==> src/rtl/seqdiv_pkg.sv <==
// Shared constants for the seqdiv radix-2 restoring divider: datapath width,
// FSM state encodings and the quotient returned on divide-by-zero.
package seqdiv_pkg;

  localparam int DIV_WIDTH = 32;

  localparam logic [1:0] ST_IDLE = 2'd0;
  localparam logic [1:0] ST_RUN  = 2'd1;
  localparam logic [1:0] ST_FIX  = 2'd2;
  localparam logic [1:0] ST_DONE = 2'd3;

  localparam logic [DIV_WIDTH-1:0] DZ_QUOTIENT = {DIV_WIDTH{1'b1}};

endpackage

==> src/rtl/seqdiv_div_step.sv <==
// One combinational restoring-division iteration: shift {P,Q} left by one,
// trial-subtract D from P and keep the difference when it does not borrow.
module div_step
  import seqdiv_pkg::*;
#(
  parameter int WIDTH = DIV_WIDTH
) (
  input  logic [WIDTH-1:0] i_p,
  input  logic [WIDTH-1:0] i_q,
  input  logic [WIDTH-1:0] i_d,
  output logic [WIDTH-1:0] o_p,
  output logic [WIDTH-1:0] o_q
);

  logic [WIDTH:0] w_p_sh;
  logic [WIDTH:0] w_diff;

  assign w_p_sh = {i_p, i_q[WIDTH-1]};
  // Top bit of the extended difference is the borrow; P < D keeps the result in WIDTH bits.
  assign w_diff = w_p_sh - {1'b0, i_d};
  assign o_p    = w_diff[WIDTH] ? w_p_sh[WIDTH-1:0] : w_diff[WIDTH-1:0];
  assign o_q    = {i_q[WIDTH-2:0], ~w_diff[WIDTH]};

endmodule

==> src/rtl/seqdiv.sv <==
// Multicycle divider: CTRL loads operands, 32 restoring steps, then a fix-up cycle.
// Define DIV_SIGNED_EN for two's-complement operands (truncating quotient).
//
// state | meaning
// IDLE  | waiting for CTRL
// RUN   | one restoring iteration per cycle, 32 cycles
// FIX   | sign correction, results and ready written
// DONE  | one cycle after ready, returns to IDLE
module seqdiv
  import seqdiv_pkg::*;
#(
  parameter int WIDTH = DIV_WIDTH
) (
  input  logic             clock,
  input  logic             resetn,
  input  logic             CTRL,
  input  logic [WIDTH-1:0] dividend,
  input  logic [WIDTH-1:0] divisor,
  output logic [WIDTH-1:0] quotient,
  output logic [WIDTH-1:0] remainder,
  output logic             ready,
  output logic             exception,
  output logic             busy
);

  localparam int            CW        = $clog2(WIDTH);
  localparam logic [CW-1:0] LAST_STEP = CW'(WIDTH - 1);
  localparam logic [CW-1:0] CNT_ONE   = CW'(1);

  logic [1:0]       r_state;
  logic [CW-1:0]    r_count;
  logic [WIDTH-1:0] r_p;
  logic [WIDTH-1:0] r_q;
  logic [WIDTH-1:0] r_d;
  logic             r_dz;
  logic [WIDTH-1:0] r_quotient;
  logic [WIDTH-1:0] r_remainder;
  logic             r_ready;
  logic             r_exception;
  logic             r_busy;

  logic             w_dz;
  logic [WIDTH-1:0] w_dvd_mag;
  logic [WIDTH-1:0] w_dvs_mag;
  logic [WIDTH-1:0] w_q_fin;
  logic [WIDTH-1:0] w_r_fin;
  logic [WIDTH-1:0] w_p_nxt;
  logic [WIDTH-1:0] w_q_nxt;

  assign w_dz = (divisor == '0);

`ifdef DIV_SIGNED_EN
  logic r_neg_q;
  logic r_neg_r;

  // Iterate on magnitudes; the most negative value maps onto itself, which is correct unsigned.
  assign w_dvd_mag = dividend[WIDTH-1] ? -dividend : dividend;
  assign w_dvs_mag = divisor[WIDTH-1]  ? -divisor  : divisor;
  assign w_q_fin   = r_neg_q ? -r_q : r_q;
  assign w_r_fin   = r_neg_r ? -r_p : r_p;

  always_ff @(posedge clock) begin
    if (!resetn) begin
      r_neg_q <= 1'b0;
      r_neg_r <= 1'b0;
    end else if (CTRL) begin
      r_neg_q <= dividend[WIDTH-1] ^ divisor[WIDTH-1];
      r_neg_r <= dividend[WIDTH-1];
    end
  end
`else
  assign w_dvd_mag = dividend;
  assign w_dvs_mag = divisor;
  assign w_q_fin   = r_q;
  assign w_r_fin   = r_p;
`endif

  div_step #(.WIDTH(WIDTH)) u_step (
    .i_p (r_p),
    .i_q (r_q),
    .i_d (r_d),
    .o_p (w_p_nxt),
    .o_q (w_q_nxt)
  );

  always_ff @(posedge clock) begin
    if (!resetn) begin
      r_state     <= ST_IDLE;
      r_count     <= '0;
      r_p         <= '0;
      r_q         <= '0;
      r_d         <= '0;
      r_dz        <= 1'b0;
      r_quotient  <= '0;
      r_remainder <= '0;
      r_ready     <= 1'b0;
      r_exception <= 1'b0;
      r_busy      <= 1'b0;
    end else begin
      r_ready <= 1'b0;
      if (CTRL) begin
        // Divide-by-zero parks the raw dividend in Q and goes straight to FIX.
        r_state <= w_dz ? ST_FIX : ST_RUN;
        r_count <= '0;
        r_p     <= '0;
        r_q     <= w_dz ? dividend : w_dvd_mag;
        r_d     <= w_dvs_mag;
        r_dz    <= w_dz;
        r_busy  <= 1'b1;
      end else begin
        case (r_state)
          ST_RUN: begin
            r_p     <= w_p_nxt;
            r_q     <= w_q_nxt;
            r_count <= r_count + CNT_ONE;
            if (r_count == LAST_STEP) r_state <= ST_FIX;
          end
          ST_FIX: begin
            r_quotient  <= r_dz ? DZ_QUOTIENT : w_q_fin;
            r_remainder <= r_dz ? r_q : w_r_fin;
            r_exception <= r_dz;
            r_ready     <= 1'b1;
            r_busy      <= 1'b0;
            r_state     <= ST_DONE;
          end
          ST_DONE: r_state <= ST_IDLE;
          default: r_state <= ST_IDLE;
        endcase
      end
    end
  end

  assign quotient  = r_quotient;
  assign remainder = r_remainder;
  assign ready     = r_ready;
  assign exception = r_exception;
  assign busy      = r_busy;

endmodule
==> config.mk <==
export PLATFORM = sky130hd
export DESIGN_NAME = seqdiv
export DESIGN_NICKNAME = d
export VERILOG_FILES = /design/src/rtl/seqdiv_pkg.sv /design/src/rtl/seqdiv_div_step.sv /design/src/rtl/seqdiv.sv
export SDC_FILE = /design/constraint.sdc
export NUM_CORES = 1
export LEC_CHECK = 0
export CAP_MARGIN = 30
export CORE_MARGIN = 4
export CORE_UTILIZATION = 59
export CTS_BUF_LIST = sky130_fd_sc_hd__clkbuf_16
export CTS_CLUSTER_DIAMETER = 50
export DETAILED_ROUTE_END_ITERATION = 7
export PLACE_DENSITY = 0.88
export SETUP_SLACK_MARGIN = 0.3
export SLEW_MARGIN = 20
export SYNTH_ARGS = -nofsm -noshare
export SYNTH_HDL_FRONTEND = slang
export SYNTH_SLANG_ARGS = --single-unit
==> constraint.sdc <==
create_clock -name clock -period 7.05 [get_ports clock]
set_input_delay 2.115 -clock clock [delete_from_list [all_inputs] [get_ports clock]]
set_output_delay 2.115 -clock clock [all_outputs]
set_load 0.1 [all_outputs]
# After elaboration in Yosys (flattened, before gate mapping)
# Cells that the tools add are included.
# classes
addsub,2
n_mul,0
div,0
magnitude_cmp,0
n_eq_ne,4
n_shift,0
mux,12
n_bitwise,3
reduce_logical,5
# ops
op,n
$mux 32,5
$sub 33x32->33,1
$logic_not 32->1,1
$mux 2,3
$add 5x1->5 const B,1
$eq 5x5->1 const B,1
$pmux 2 s2,1
$reduce_bool 2->1,2
$mux 1,3
$ne 3x3->1 const B,1
$not 1->1,3
$eq 2x1->1 const B,1
$eq 2x2->1 const B,1
$reduce_and 2->1,1
$reduce_or 2->1,1
# word_totals
regBits,171
latchBits,0
mem_bits_rw,0
romBits,0
in_bits,67
out_inout_bits,67
wordCells,37
mem_count,0

# Longest topological paths before layout
# depth
ltp_word,4
depth_mapped,13
depth_no_buf,12

# Hierarchy
# A second synthesis with hierarchy kept.
# unflattened
hier_cells,1067
hier_area_um2,9688.0
# by_module_without_submodules
module,instances,cells_each,area_per_inst_um2,seq_area_each_um2
seqdiv,1,731,7096.8,3423.3
div_step,1,336,2591.2,0.0

# Least setup slack after synthesis
# Ideal clock, no wire load.
# synth_timing
path_kind,input port to flip-flop
startpoint,input port CTRL
endpoint,"register r_remainder[12], in the netlist remainder[12]"
setup_time_ns,0.061
t_arrival_ns,3.391
t_required_ns,6.989
setup_slack_ns,3.598
path_stages,6
path_buffers,4
path_cell_list,clkbuf_1 nor2b_1 clkbuf_1 clkbuf_1 clkbuf_1 o211a_1
# synth_between
elab_chain_len,2
# synth_lines
element,line,source
from (decl),seqdiv.sv:16,"input logic CTRL,"
$not 1->1 (no source line),n/a,
$reduce_and 2->1 (no source line),n/a,
to (signal assigned),seqdiv.sv:120,r_remainder <= r_dz ? r_q : w_r_fin;
to (decl),seqdiv.sv:37,logic [WIDTH-1:0] r_remainder;
# No other way between the ends.
# A chain may end at the register's enable or synchronous reset.

# Worst setup path in the final report
# layout_timing
startpoint,"register r_busy, in the netlist busy"
endpoint,output port busy
# layout_lines
element,line,source
from (decl),seqdiv.sv:40,logic r_busy;
from (signal assigned),seqdiv.sv:98,r_busy <= 1'b0;
from (signal assigned),seqdiv.sv:109,r_busy <= 1'b1;
from (signal assigned),seqdiv.sv:123,r_busy <= 1'b0;
to (decl),seqdiv.sv:23,output logic busy
# No word-level cell between the ends.

==> metrics.yaml <==
route:
  drc: 0
  drt-initial-drc-count: 769
  viasPerCell: 5.91
  antenna_left: 0
  routedWlPerCell_um: 17.4
  vias: 7695
  dr.pass1.iters: 5
  drt-total-wl_um: 22600
sta:
  fin_crit_sh_pct: 58.2
  max_freq_ghz: 0.244
  relSlewSlack_pct: 33.4
  hold_viol: 0
  setup_violations: 0
  layout_min_cycle_time_ns: 4.10
  rsz0062_at_grt: "false"
  finalSetupTns_ns: 0
  drv_slew: 0
  skew_ns: 0.00749
  worst_pin_slew_ns: 0.997
run:
  maxCapViolations: 0
global_routing:
  grt_pass1_vias: 7031
  antenna_found_initial: 0
  grt_pass1_wl_um: 36800
  overflow: 0
  grt_use_total_pct: 25.6
  grt_max_degree: 99
place:
  routabilityCongestion: 0.905
  dp_hpwl_um: 15900
  dpl-instance-area_sq_um: 10400
  portBuffers: 133
clocking:
  cts_buffers: 17
  clock_latency_ns: 0.43
  cts-root-buf: "clkbuf_16"
  ctsHoldBuffers: 0
  clockBufferDepth: 2
  clk_pin_slew_ns: 0.07
  cts_tree: "built"
  clock-sinks: 171
  h-tree-depth: 4
  cts.repair.resized: 0
  cts_setup_buffers: 0
hold_path:
  hold_class: "reg -> reg"
pwr:
  p_leak_nw: 4.80
  peakVddDrop_uv: 175
  power_density_nw_per_um2: 244
synth:
  yosys-top-cells-area: "dfxtp_1 (38%), mux2i_1 (13%), o211a_1 (7.2%), ha_1 (5.0%), nand2_1 (3.7%)"
  async_flop_share_pct: 0
  synth_cells: 1015
  synth_edf_count: 0
  avgSynthCellArea_sq_um: 8.91
  netlist-cell-type-count: 54
  synth_area_sq_um: 9040
  ys_ff_latch: 171
  synth_top_flop_cell: "dfxtp_1"
  synth_seq_area_share_pct: 37.9
  synth_area_leader_cell: "dfxtp_1"
  syn_nets: 1119
  yosysWarnings: 0
  yosysTopAreaCellShare_pct: 37.9
setup_path:
  timing.critical_path.max_delay_family: "buffers and inverters"
  worstPathCellList: "clkdlybuf4s50_1"
  cpPeakStageDelay_ns: 1.17
  worstPathRequired_ns: 4.93
  crit_fanout: 2
  end_kind: "primary output"
  cp.arrival_ns: 1.99
  startpoint_type: "flop"
  cp.buffers_inverters: 1
  criticalPathCategory: "reg -> out"
  crit_slowest_cell: "clkdlybuf4s50_1"
floorplanning:
  std_cell_rows: 44
  pin_count: 134
  core_sq_um: 14800
  fp.dieArea_sq_um: 17400
  initial_utilization_pct: 61.3
  die_height_um: 132
  die_w_um: 132
cells_and_area:
  design_area_sq_um: 11000
  syn2layout_area_growth_pct: 22.0
  drive_above_1_share_pct: 4.92
  final_nets: 1208
  fillers: 1051
  n_antenna_cell: 0
status:
  status: "complete, no violations"
per-stage QoR:
step | power, mW | setup WS (ns) | utilization, % | instances | hold WS (ns)
finish | 2.69 | 2.95 | 74.7 | 1301 | 0.467
global route | 2.79 | 2.91 | 74.7 | 1301 | 0.490
CTS | 2.69 | 2.93 | 74.7 | 1301 | 0.469
detailed placement | 1.70 | 3.07 | 70.5 | 1269 | 0.460
global placement | 1.69 | 2.77 | 70.4 | 1268 | 0.454
floorplan | 1.55 | 3.60 | - | 1015 | 0.467
path summary, 6_finish.rpt:
| kind | startpoint | to | slack (ns) | cells past startpoint |
|---|---|---|---|---|
| worst max-delay path | busy$_SDFFE_PN0P_ | busy | 2.95 | 1 |
| worst min-delay path | exception$_SDFFE_PN0P_ | exception$_SDFFE_PN0P_ | 0.47 | 2 |
| worst max register to register | r_q[31]$_SDFFE_PN0P_ | r_p[1]$_SDFFE_PP0P_ | 3.31 | 13 |
| worst min register to register | exception$_SDFFE_PN0P_ | exception$_SDFFE_PN0P_ | 0.47 | 2 |
kinds of logic after synthesis:
kind of cell    count (synthesis)  synth area share, %
mux                           115                 12.8
compound gates                228                 18.2
buf+inv                       120                 5.22
fa+ha+maj                      37                 5.20
flops                         171                 37.9
xor+xnor                       29                 3.02
simple gates                  315                 17.7
worst reg2reg max path, cell delays in order (launching register included):
cell      delay [ns]
dfxtp_1         0.37
inv_1           0.11
ha_1            0.25
fa_1            0.40
nand2b_1        0.18
a21o_1          0.20
a211oi_2        0.31
o31a_1          0.28
o21ai_1         0.11
nand2_2         0.14
xor2_4          0.34
buf_4           0.46
mux2_2          0.40
o21ai_1         0.13
cell type report:
| cell class | instances | area, sq um | share of cell area [%] |
|---|---|---|---|
| multi-input combinational | 724 | 5170 | 46.9 |
| clock buffer | 17 | 425 | 3.86 |
| sequential | 171 | 3420 | 31.1 |
| inverter | 48 | 180 | 1.63 |
| timing repair buffer | 142 | 1400 | 12.7 |
| tap | 184 | 230 | 2.09 |
| clock inverter | 15 | 196 | 1.78 |
layer usage:
metal | global-route usage [%] | part of all wire [%] | up-vias
met5 | 0 | 0 | -
met4 | 6.01 | 1.1 | 0
met3 | 4.69 | 5.4 | 22
met2 | 39.1 | 45 | 248
met1 | 37.6 | 49 | 3644
li1 | - | - | 3781
registers in the layout, summed over array words and instances (netlist names):
register,flops
quotient,32
r_d,32
r_p,32
r_q,32
remainder,32
r_count,5
r_state,2
busy,1
exception,1
r_dz,1
ready,1
cells in the mapped netlist (2+ instances only):
| master | instances |
|---|---|
| dfxtp_1 | 171 |
| mux2i_1 | 113 |
| nand2_1 | 90 |
| o211a_1 | 65 |
| nor2_1 | 57 |
| clkbuf_1 | 55 |
| a21oi_1 | 52 |
| inv_1 | 48 |
| nor2b_1 | 41 |
| nor3_1 | 41 |
| o21ai_0 | 41 |
| ha_1 | 36 |
| nor3b_1 | 33 |
| xnor2_1 | 17 |
| a21o_1 | 12 |
| buf_1 | 12 |
| xor2_1 | 11 |
| o211ai_1 | 10 |
| o21ai_1 | 10 |
| o21a_1 | 9 |
| nand4_1 | 8 |
| nor4_1 | 8 |
| nand2b_1 | 7 |
| nand3_1 | 7 |
| a211oi_1 | 5 |
| and3_1 | 5 |
| nand3b_1 | 5 |
| o32a_1 | 5 |
| a21boi_0 | 3 |
| a31oi_1 | 3 |
| and2_1 | 3 |
| and4_1 | 3 |
| or2_2 | 3 |
| buf_6 | 2 |
| mux2_2 | 2 |
| o2111ai_1 | 2 |
| o31a_1 | 2 |
| or3_1 | 2 |
report_power, final:
| part | internal (mW) | switching, mW | total, mW |
|---|---|---|---|
| clock network | 0.594 | 0.402 | 0.996 |
| logic | 0.251 | 0.378 | 0.629 |
| registers | 1.02 | 0.0462 | 1.06 |
placed cells by master (no fill, tap or decap), types with 3 or more instances in the layout:
cell / synthesis / final
and3_1: 5 / 5
xor2_1: 11 / 11
o211a_1: 65 / 65
o21ai_0: 41 / 41
o32a_1: 5 / 5
nand4_1: 8 / 8
clkbuf_16: 0 / 17
bufinv_16: 0 / 4
ha_1: 36 / 35
a21o_1: 12 / 12
buf_4: 1 / 9
nor2b_1: 41 / 40
nand3b_1: 5 / 5
inv_1: 48 / 48
nor4_1: 8 / 8
clkdlybuf4s50_1: 0 / 131
clkinv_2: 0 / 3
o21ai_1: 10 / 10
or2_2: 3 / 3
nand2b_1: 7 / 7
nor2_1: 57 / 57
dfxtp_1: 171 / 170
and2_1: 3 / 3
xnor2_1: 17 / 17
and4_1: 3 / 3
nand3_1: 7 / 7
a211oi_1: 5 / 5
a21boi_0: 3 / 3
o21a_1: 9 / 9
mux2i_1: 113 / 113
a21oi_1: 52 / 52
o211ai_1: 10 / 10
nor3_1: 41 / 41
clkinvlp_4: 0 / 3
nand2_1: 90 / 89
nor3b_1: 33 / 33
a31oi_1: 3 / 3
Note: power is estimated with default switching activity, not from simulation.
